## src/rtl/systolic_deskew_collector.sv

```systemverilog
// Drain-side collector: realigns diagonally skewed array lanes into whole words and
// buffers them in a DEPTH-entry circular FIFO presented as a valid/ready stream.
module systolic_deskew_collector #(
  parameter int LANES = 8,
  parameter int DEPTH = 4
) (
  input  logic                   clk,
  input  logic                   reset,
  input  logic [LANES-1:0]       in_data,
  input  logic                   in_valid,
  output logic [LANES-1:0]       out_data,
  output logic                   out_valid,
  input  logic                   out_ready,
  output logic [$clog2(DEPTH):0] count,
  output logic                   overflow
);
  localparam int AW = $clog2(DEPTH);
  localparam logic [AW:0]   FULL_COUNT = (AW+1)'(DEPTH);
  localparam logic [AW:0]   COUNT_ONE  = (AW+1)'(1);
  localparam logic [AW-1:0] PTR_ONE    = AW'(1);

  logic [LANES-1:0] aligned_data;
  logic [LANES-2:0] valid_pipe;
  logic             aligned_valid;

  // Lane j is delayed LANES-1-j cycles so every bit of a word lands in the same cycle.
  for (genvar j = 0; j < LANES - 1; j++) begin : g_lane
    logic [LANES-2-j:0] sr;
    always_ff @(posedge clk) begin
      if (reset) begin
        sr <= '0;
      end else begin
        sr[0] <= in_data[j];
        for (int k = 1; k < LANES - 1 - j; k++) sr[k] <= sr[k-1];
      end
    end
    assign aligned_data[j] = sr[LANES-2-j];
  end
  assign aligned_data[LANES-1] = in_data[LANES-1];

  always_ff @(posedge clk) begin
    if (reset) begin
      valid_pipe <= '0;
    end else begin
      valid_pipe[0] <= in_valid;
      for (int k = 1; k < LANES - 1; k++) valid_pipe[k] <= valid_pipe[k-1];
    end
  end
  assign aligned_valid = valid_pipe[LANES-2];

  logic [LANES-1:0] mem [DEPTH];
  logic [AW-1:0]    wr_ptr;
  logic [AW-1:0]    rd_ptr;
  logic             full;
  logic             pop;
  logic             do_write;

  assign full      = (count == FULL_COUNT);
  assign out_valid = (count != '0);
  assign pop       = out_valid && out_ready;
  // A simultaneous pop frees the slot, so a full FIFO still accepts the aligned word.
  assign do_write  = aligned_valid && (!full || pop);
  assign out_data  = out_valid ? mem[rd_ptr] : '0;

  always_ff @(posedge clk) begin
    if (do_write) mem[wr_ptr] <= aligned_data;
  end

  always_ff @(posedge clk) begin
    if (reset) begin
      wr_ptr   <= '0;
      rd_ptr   <= '0;
      count    <= '0;
      overflow <= 1'b0;
    end else begin
      if (do_write) wr_ptr <= wr_ptr + PTR_ONE;
      if (pop)      rd_ptr <= rd_ptr + PTR_ONE;
      if (do_write && !pop)      count <= count + COUNT_ONE;
      else if (!do_write && pop) count <= count - COUNT_ONE;
      if (aligned_valid && full && !pop) overflow <= 1'b1;
    end
  end
endmodule

```

## config.mk

```make
export PLATFORM = sky130hd
export DESIGN_NAME = systolic_deskew_collector
export DESIGN_NICKNAME = d
export VERILOG_FILES = /design/src/rtl/systolic_deskew_collector.sv
export SDC_FILE = /design/constraint.sdc
export NUM_CORES = 1
export LEC_CHECK = 0
export ABC_CLOCK_PERIOD_IN_PS = 2300
export CAP_MARGIN = 15
export CORE_MARGIN = 1
export CORE_UTILIZATION = 50
export CTS_BUF_LIST = sky130_fd_sc_hd__clkbuf_8
export CTS_CLUSTER_DIAMETER = 80
export DETAILED_ROUTE_END_ITERATION = 6
export PLACE_DENSITY = 0.7
export SLEW_MARGIN = 40
export SYNTH_ARGS = -nofsm -noshare
export SYNTH_HDL_FRONTEND = slang
export SYNTH_SLANG_ARGS = --single-unit
```

## constraint.sdc

```tcl
create_clock -name clk -period 2.3 [get_ports clk]
set_input_delay 0.575 -clock clk [delete_from_list [all_inputs] [get_ports clk]]
set_output_delay 0.575 -clock clk [all_outputs]
set_load 0.02 [all_outputs]
```

==> metrics.log, run 1 <==
[metrics] status: finished, final reports clean
[metrics] I/O pin cnt: 25
[metrics] Max IR drop VDD: 642.9 uV
[metrics] arrival time reported for the critical path endpoint: 1.63 ns
[metrics] unrepaired setup endpoints after global routing: false
[metrics] net count after synthesis: 196
[metrics] number of standard-cell rows in the floorplan: 26
[metrics] internal power: 2.337 mW
[metrics] switching power as a share of total power: 29.94%
[metrics] initial standard-cell utilization of the core: 52.11%
[metrics] worst hold-check path type: reg -> reg
[metrics] die outline height: 74.96 um
[metrics] final cell count without fillers: 297
[metrics] Critical Path Start Type: flip-flop
[metrics] GP Congestion: 0.7707
[metrics] TritonCTS buffer count: 9
[metrics] Switching Power: 998.5 uW
[metrics] final hold vios: 0
[metrics] worst-path maximum fanout: 8
[metrics] achievable frequency: 453.2 MHz
[metrics] post-route minimum period: 2.206 ns
[metrics] depth of the CTS H-tree: 3
[metrics] total track usage: 16.72%
[metrics] Setup Total Neg Slack: 0 ns
[metrics] initial antenna violation count: 0
[metrics] post-route cell area: 0.003309 mm^2
[metrics] Layout Skew: 0.008876 ns
[metrics] kind of end point of the critical path: output port
[metrics] total inserted antenna cells: 0
[metrics] Avg WL per Cell: 13.25 um
[metrics] count of input and output buffers: 24
[metrics] maximum number of pins on one net before global-route repair: 24
[metrics] clock insertion delay at the later pin of the skew report: 0.34 ns
[metrics] post-synthesis cell type count: 23
[metrics] Pre-antenna DRT Iters: 4
[metrics] final WL: 3936 um
[metrics] global-route wire length before repair: 6430 um
[metrics] post-synthesis sequential area ratio: 69.96%
[metrics] vias in the first global route: 1357
[metrics] global-route congestion overflow total: 0
[metrics] root buf cell: clkbuf_8
[metrics] number of endpoints failing setup at the final stage: 0
[metrics] sequential fraction of design power: 45.6%
[metrics] share of post-route cells with drive strength above 1: 25.11%
[metrics] Required @ worst endpoint: 1.73 ns
[metrics] Via density: 4.744
[metrics] total count of max-transition violations in the final report: 0
[metrics] core area: 0.005107 mm^2
[metrics] part of the total power dissipated in combinational logic: 27.0%
[metrics] clock slew at the register clock pins of the worst setup and hold paths: 0.08 ns
[metrics] total number of nets in the final design: 240
[metrics] pwr/cell area: 1008 mW/mm^2
[metrics] total of warnings raised by yosys: 0
[metrics] reported max-cap violation count: 0
[metrics] synthesized area per cell: 14.95 um^2
[metrics] fill cell instance count of the final layout: 406
[metrics] Cells after DPL: 278
[metrics] vias after detailed routing: 1409
[metrics] DP Wirelength: 2667 um
[metrics] DIE AREA: 0.005618 mm^2
[metrics] Setup WS pre-CTS: -0.3669 ns
[metrics] type of the worst setup path: reg -> out
[metrics] number of DRC markers in iteration 0: 109
[metrics] Leak Pwr: 1.253 nW
[metrics] Worst Max-Slew Pin Slew: 0.4076 ns
[metrics] Final Worst Setup Slack: 0.09353 ns
[metrics] chip width: 74.96 um
[metrics] area of the mapped netlist: 0.002661 mm^2
[metrics] maximum buffer depth of the clock tree: 2
[metrics] synthesis-to-layout area growth: 24.35%
[metrics] remaining max-slew budget at the tightest pin: 72.79%
[metrics] FF+latch count, synth: 77
[metrics] Antenna Nets Post-Route: 0
[metrics] DRC violations left: 0
[metrics] total number of clock tree sinks: 77
[metrics] number of instances in the synthesized netlist: 178
[metrics] ratio of final minimum period to clock period: 95.93%
[metrics] CTS tree: yes
[metrics] clock network power share: 27.3%
[metrics] post-detailed-placement cell area: 0.003126 mm^2
per-layer routing:
metal	global-route usage, %	share of wire [%]	routed length, um
met1	19.21	42	1668
met2	27.53	51	1999
met3	4.016	3.8	148
met4	11.95	3.0	119
met5	0	0	0
worst max-delay path, stage by stage, from the launching register on:
cell,delay (ns)
dfxtp_2,0.35
buf_12,0.14
mux4_2,0.50
nor2b_1,0.14
buf_2,0.15
through the flow:
step	hold WS, ns	power [mW]	util [%]
2_1_floorplan	0.4138	2.055	-
3_3_place_gp	0.4171	2.425	61.10
3_5_place_dp	0.4231	2.480	61.20
4_1_cts	0.4430	3.367	64.40
5_1_grt	0.4537	3.501	64.80
6_report	0.4408	3.335	64.80
flip-flops by register name (all words and copies together) (netlist names), named ones only:
signal	count
rd_ptr	2
count	3
overflow	1
wr_ptr	2
mem	32
valid_pipe	7
g_lane.sr	28
layout make-up:
| cell class | instances | area (um^2) | area share [%] |
|---|---|---|---|
| sequential | 77 | 1863 | 56.30 |
| multi-input combinational | 88 | 762.0 | 23.02 |
| timing repair buffer | 42 | 400.4 | 12.10 |
| clock buffer | 10 | 137.6 | 4.159 |
| tap | 70 | 87.58 | 2.647 |
| clock inverter | 6 | 43.79 | 1.323 |
| inverter | 4 | 15.01 | 0.4537 |
logic make-up (layout without fill, tap and decap cells):
group | Yosys count | count (layout) | share of synthesized area, %
fa+ha+maj | 6 | 6 | 3.103
mux | 11 | 11 | 8.086
xor+xnor | 3 | 3 | 0.9875
compound gates | 6 | 6 | 1.222
buf+inv | 13 | 62 | 2.209
flops | 77 | 77 | 69.96
simple gates | 62 | 62 | 14.43
cells in the mapped netlist:
cell	n	area (um^2)
nor3_1	1	5.000
dfxtp_1	45	900.9
mux2i_1	2	20.02
ha_1	5	62.56
mux4_2	8	180.2
edfxtp_1	32	960.9
or3_1	2	12.51
o31ai_1	1	7.510
buf_6	1	11.26
mux2_4	1	15.01
nand2_1	1	3.750
nor2_1	7	26.28
fa_1	1	20.02
inv_1	4	15.01
o21ai_0	2	10.01
nor4b_4	1	23.77
xor2_1	3	26.28
nand2b_1	2	12.51
clkbuf_1	6	22.52
a21oi_1	3	15.01
and2_1	4	25.02
nor2b_1	44	275.3
buf_2	2	10.01
final timing paths:
kind | cells past startpoint | end | from | slack (ns)
setup reg to reg | 8 | count[2]$_SDFFE_PP0P_ | count[2]$_SDFFE_PP0P_ | 0.13
setup / recovery | 4 | out_data[0] | flip-flop | 0.09
hold / removal | 1 | valid_pipe[5]$_SDFF_PP0_ | valid_pipe[4]$_SDFF_PP0_ | 0.44
hold reg to reg | 1 | valid_pipe[5]$_SDFF_PP0_ | valid_pipe[4]$_SDFF_PP0_ | 0.44
cells in the final DEF (no fill, tap or decap), types with 2 or more instances in the layout:
master and instances:
clkbuf_8 10, inv_6 2, mux4_2 8, clkinvlp_4 2, buf_4 13, mux2i_1 2, edfxtp_1 32, clkdlybuf4s50_1 15
inv_1 4, nand2b_1 2, buf_2 8, nor2b_1 43, dfxtp_1 44, o21ai_0 2, buf_12 5, ha_1 4
or3_1 2, nor2_1 7, xor2_1 3, a21oi_1 3, and2_1 4
repair_timing:
item | in CTS | in global routing
endpoints found under the setup margin | 10 | 1
setup buffers | 2 | 1
pin swaps | 1 | 1
gates resized for setup | 34 | 4
hold buffers | 0 | 0
power by group through the flow:
stage / Combinational (mW) / Sequential, mW / Clock (mW)
CTS: 0.902 / 1.52 / 0.942
detailed placement: 0.937 / 1.54 / 0
floorplan: 0.475 / 1.58 / 0
global route: 0.981 / 1.53 / 0.994
finish: 0.902 / 1.52 / 0.912
global placement: 0.890 / 1.53 / 0
Power figures use the tool's default switching activity.
==> run 2: changes to the inputs <==
--- a/config.mk
+++ b/config.mk
@@ -5,9 +5,9 @@
 export SDC_FILE = /design/constraint.sdc
 export NUM_CORES = 1
 export LEC_CHECK = 0
-export ABC_CLOCK_PERIOD_IN_PS = 2300
+export ABC_CLOCK_PERIOD_IN_PS = 2800
 export CAP_MARGIN = 15
-export CORE_MARGIN = 1
+export CORE_MARGIN = 1.5
 export CORE_UTILIZATION = 50
 export CTS_BUF_LIST = sky130_fd_sc_hd__clkbuf_8
 export CTS_CLUSTER_DIAMETER = 80
==> constraint.sdc (replaced) <==
create_clock -name clk -period 2.8 [get_ports clk]
set_input_delay 0.7 -clock clk [delete_from_list [all_inputs] [get_ports clk]]
set_output_delay 0.7 -clock clk [all_outputs]
set_load 0.02 [all_outputs]
==> run 2 against run 1 <==
Clock power fell by 13%. Global-route usage decreased by 1.9 points. Worst setup slack better by 0.14 ns. Wire length is 4.0% lower. Clock skew grew 0.00063 ns. Via count decreased by 4.4%.
==> metrics.log, run 2 (synthesis results as in run 1) <==
[metrics] vias after detailed routing: 1347 (-4.4%)
[metrics] master of the slowest instance on the critical path: mux4_2
[metrics] number of endpoints failing setup at the final stage: 0 (unchanged)
[metrics] Max IR drop VDD: 490.4 uV (-24%)
[metrics] DP Wirelength: 2566 um (-3.8%)
[metrics] chip width: 75.96 um (+1.3%)
[metrics] worst-case reg-to-reg path depth: 8 (unchanged)
[metrics] count of input and output buffers: 24 (unchanged)
[metrics] leading cell type in the layout, fill and taps excluded: dfxtp_1
[metrics] Antenna Nets Post-Route: 0 (unchanged)
[metrics] sequential fraction of design power: 46.9% (+1.3 points)
[metrics] clock network power share: 29.3% (+2.0 points)
[metrics] initial standard-cell utilization of the core: 52.11% (unchanged)
[metrics] share of post-route cells with drive strength above 1: 14.49% (-11 points)
[metrics] die outline height: 75.96 um (+1.3%)
[metrics] arrival time reported for the critical path endpoint: 1.87 ns (+0.24 ns)
[metrics] Critical Path Start Type: flip-flop
[metrics] part of the total power dissipated in combinational logic: 23.7% (-3.3 points)
[metrics] reported max-cap violation count: 0 (unchanged)
[metrics] hold worst-path end: g_lane[0].sr[4]$_SDFF_PP0_
[metrics] Bufs and invs on worst path: 2 (unchanged)
[metrics] worst-path maximum fanout: 8 (unchanged)
[metrics] Layout Skew: 0.009508 ns (+0.0006322 ns)
[metrics] Via density: 4.743 (about the same)
[metrics] Required @ worst endpoint: 2.10 ns (+0.37 ns)
[metrics] clock insertion delay at the later pin of the skew report: 0.34 ns (about the same)
[metrics] Cells after DPL: 268 (-3.6%)
[metrics] I/O pin cnt: 25 (unchanged)
[metrics] total track usage: 14.77% (-1.9 points)
[metrics] final core utilization: 62.18% (-2.6 points)
[metrics] kind of end point of the critical path: output port
[metrics] DRC violations left: 0 (unchanged)
[metrics] Final Worst Setup Slack: 0.2319 ns (+0.1384 ns)
[metrics] final WL: 3777 um (-4.0%)
[metrics] root buf cell: clkbuf_8
[metrics] most used cells in the layout excluding fill and tap cells: dfxtp_1 (45), nor2b_1 (44), edfxtp_1 (32), clkdlybuf4s50_1 (16), clkbuf_8 (10)
[metrics] Leak Pwr: 1.202 nW (-4.1%)
[metrics] Biggest register: mem
[metrics] largest registers: mem x32, g_lane.sr x28, valid_pipe x7
[metrics] TritonCTS buffer count: 9 (unchanged)
[metrics] global-route wire length before repair: 6237 um (-3.0%)
[metrics] final cell count without fillers: 284 (-4.4%)
[metrics] worst hold-check path type: reg -> reg
[metrics] Critical R2R Capture: count[2]$_SDFFE_PP0P_
[metrics] switching power as a share of total power: 27.89% (-2.0 points)
[metrics] remaining max-slew budget at the tightest pin: 69.85% (-2.9 points)
[metrics] initial antenna violation count: 0 (unchanged)
[metrics] final hold vios: 0 (unchanged)
[metrics] DIE AREA: 0.005769 mm^2 (+2.7%)
[metrics] total inserted antenna cells: 0 (unchanged)
[metrics] clock slew at the register clock pins of the worst setup and hold paths: 0.07 ns (about the same)
[metrics] number of DRC markers in iteration 0: 30 (-72%)
[metrics] type of the worst setup path: reg -> out
[metrics] core area: 0.005107 mm^2 (unchanged)
[metrics] CP Cell Sequence: buf_4, mux4_2, nor2b_1, dlygate4sd2_1
[metrics] global-route congestion overflow total: 0 (unchanged)
[metrics] launch point of the worst reg-to-reg path: count[0]$_SDFFE_PP0P_
[metrics] Switching Power: 750.5 uW (-25%)
[metrics] ratio of final minimum period to clock period: 91.72%
[metrics] fill cell instance count of the final layout: 415 (+2.2%)
[metrics] maximum number of pins on one net before global-route repair: 24 (unchanged)
[metrics] overall power after layout: 2.691 mW (-19%)
[metrics] Avg WL per Cell: 13.30 um (+0.35%)
[metrics] GP Congestion: 0.7923 (+2.8%)
[metrics] unrepaired setup endpoints after global routing: false
[metrics] worst hold path startpoint: g_lane[0].sr[3]$_SDFF_PP0_
[metrics] pwr/cell area: 847.3 mW/mm^2 (-16%)
[metrics] depth of the CTS H-tree: 3 (unchanged)
[metrics] total number of clock tree sinks: 77 (unchanged)
[metrics] tightest hold margin: 0.4383 ns (-0.002569 ns)
[metrics] Pre-antenna DRT Iters: 4 (unchanged)
[metrics] Largest register FFs: 32 (unchanged)
[metrics] post-route minimum period: 2.568 ns
[metrics] R2R setup slack: 0.47 ns (+0.34 ns)
[metrics] CTS tree: yes
[metrics] postcts setup bufs: 0 (-2)
[metrics] internal power: 1.940 mW (-17%)
[metrics] post-route cell area: 0.003176 mm^2 (-4.0%)
[metrics] vias in the first global route: 1367 (+0.74%)
[metrics] peak per-stage delay on the critical path: 0.53 ns (+0.03 ns)
[metrics] Setup WS pre-CTS: -0.07546 ns (+0.2914 ns)
[metrics] Setup Total Neg Slack: 0 ns (unchanged)
[metrics] Worst Max-Slew Pin Slew: 0.4507 ns (+0.04317 ns)
[metrics] synthesis-to-layout area growth: 19.32%
[metrics] achievable frequency: 389.4 MHz
[metrics] maximum buffer depth of the clock tree: 2 (unchanged)
[metrics] total number of nets in the final design: 227 (-5.4%)
[metrics] total count of max-transition violations in the final report: 0 (unchanged)
[metrics] number of standard-cell rows in the floorplan: 26 (unchanged)
[metrics] cell depth of the worst min-delay path: 1 (unchanged)
[metrics] status: finished, final reports clean
[metrics] Top delay family on crit path: buffers and inverters
[metrics] post-detailed-placement cell area: 0.002988 mm^2 (-4.4%)
-- run 2: cell types whose count changed in the layout (fill, tap and decap cells not counted), moves of 2 or more --
cell	before	now
clkinvlp_4	2	0
buf_4	13	5
inv_6	2	0
buf_12	5	0
clkinv_2	1	4
dlygate4sd2_1	0	8
buf_2	8	0
-- run 2: timing repair --
action / CTS / global route
hold buffers: 0 / 0
setup endpoints to repair: 8 / 1
resized for setup: 8 / 1
-- run 2: routing by layer --
metal | part of all wire [%] | up-vias | track usage [%]
li1 | - | 665 | -
met1 | 42 | 651 | 16.19
met2 | 52 | 27 | 24.14
met3 | 4.7 | 4 | 6.506
met4 | 1.3 | 0 | 7.963
met5 | 0 | - | 0
-- run 2: how the worst max path moves through the flow --
stage	start	endpoint	depth (start not counted)
finish	flip-flop	out_data[3]	4
global route	flip-flop	out_data[3]	4
CTS	count[2]$_SDFFE_PP0P_	out_valid	3
detailed placement	out_ready	count[2]$_SDFFE_PP0P_	9
global placement	out_ready	count[2]$_SDFFE_PP0P_	9
floorplan	out_ready	count[2]$_SDFFE_PP0P_	9
-- run 2: cell type report --
class,count,area (um^2),share of cell area [%]
clock buffers,10,137.6,4.334
flip-flops and latches,77,1862,58.63
multi-input cells,88,752.0,23.68
inverters,4,15.01,0.4728
well taps,70,87.58,2.758
repair buffers,29,267.8,8.432
clock inverters,6,53.80,1.694
-- run 2: power by group through the flow --
stage | logic (mW) | clock network [mW] | registers (mW)
final | 0.639 | 0.789 | 1.26
after global routing | 0.694 | 0.860 | 1.27
after CTS | 0.643 | 0.812 | 1.26
after detailed placement | 0.687 | 0 | 1.28
after global placement | 0.662 | 0 | 1.27
after floorplan | 0.390 | 0 | 1.30
-- run 2: worst register-to-register path: stages, from the launching register on --
cell and delay (ns):
dfxtp_1 0.34, buf_4 0.17, o31ai_1 0.41, ha_1 0.28
inv_1 0.07, fa_1 0.37, xor2_1 0.16, or3_1 0.30
a21oi_1 0.16
==> run 3: changes to the inputs <==
--- a/config.mk
+++ b/config.mk
@@ -12,6 +12,7 @@
 export CTS_BUF_LIST = sky130_fd_sc_hd__clkbuf_8
 export CTS_CLUSTER_DIAMETER = 80
 export DETAILED_ROUTE_END_ITERATION = 6
+export GPL_ROUTABILITY_DRIVEN = 0
 export PLACE_DENSITY = 0.7
 export SLEW_MARGIN = 40
 export SYNTH_ARGS = -nofsm -noshare
==> results of run 3 <==
No change in the layout: final DEF, timing and power equal those of run 2.
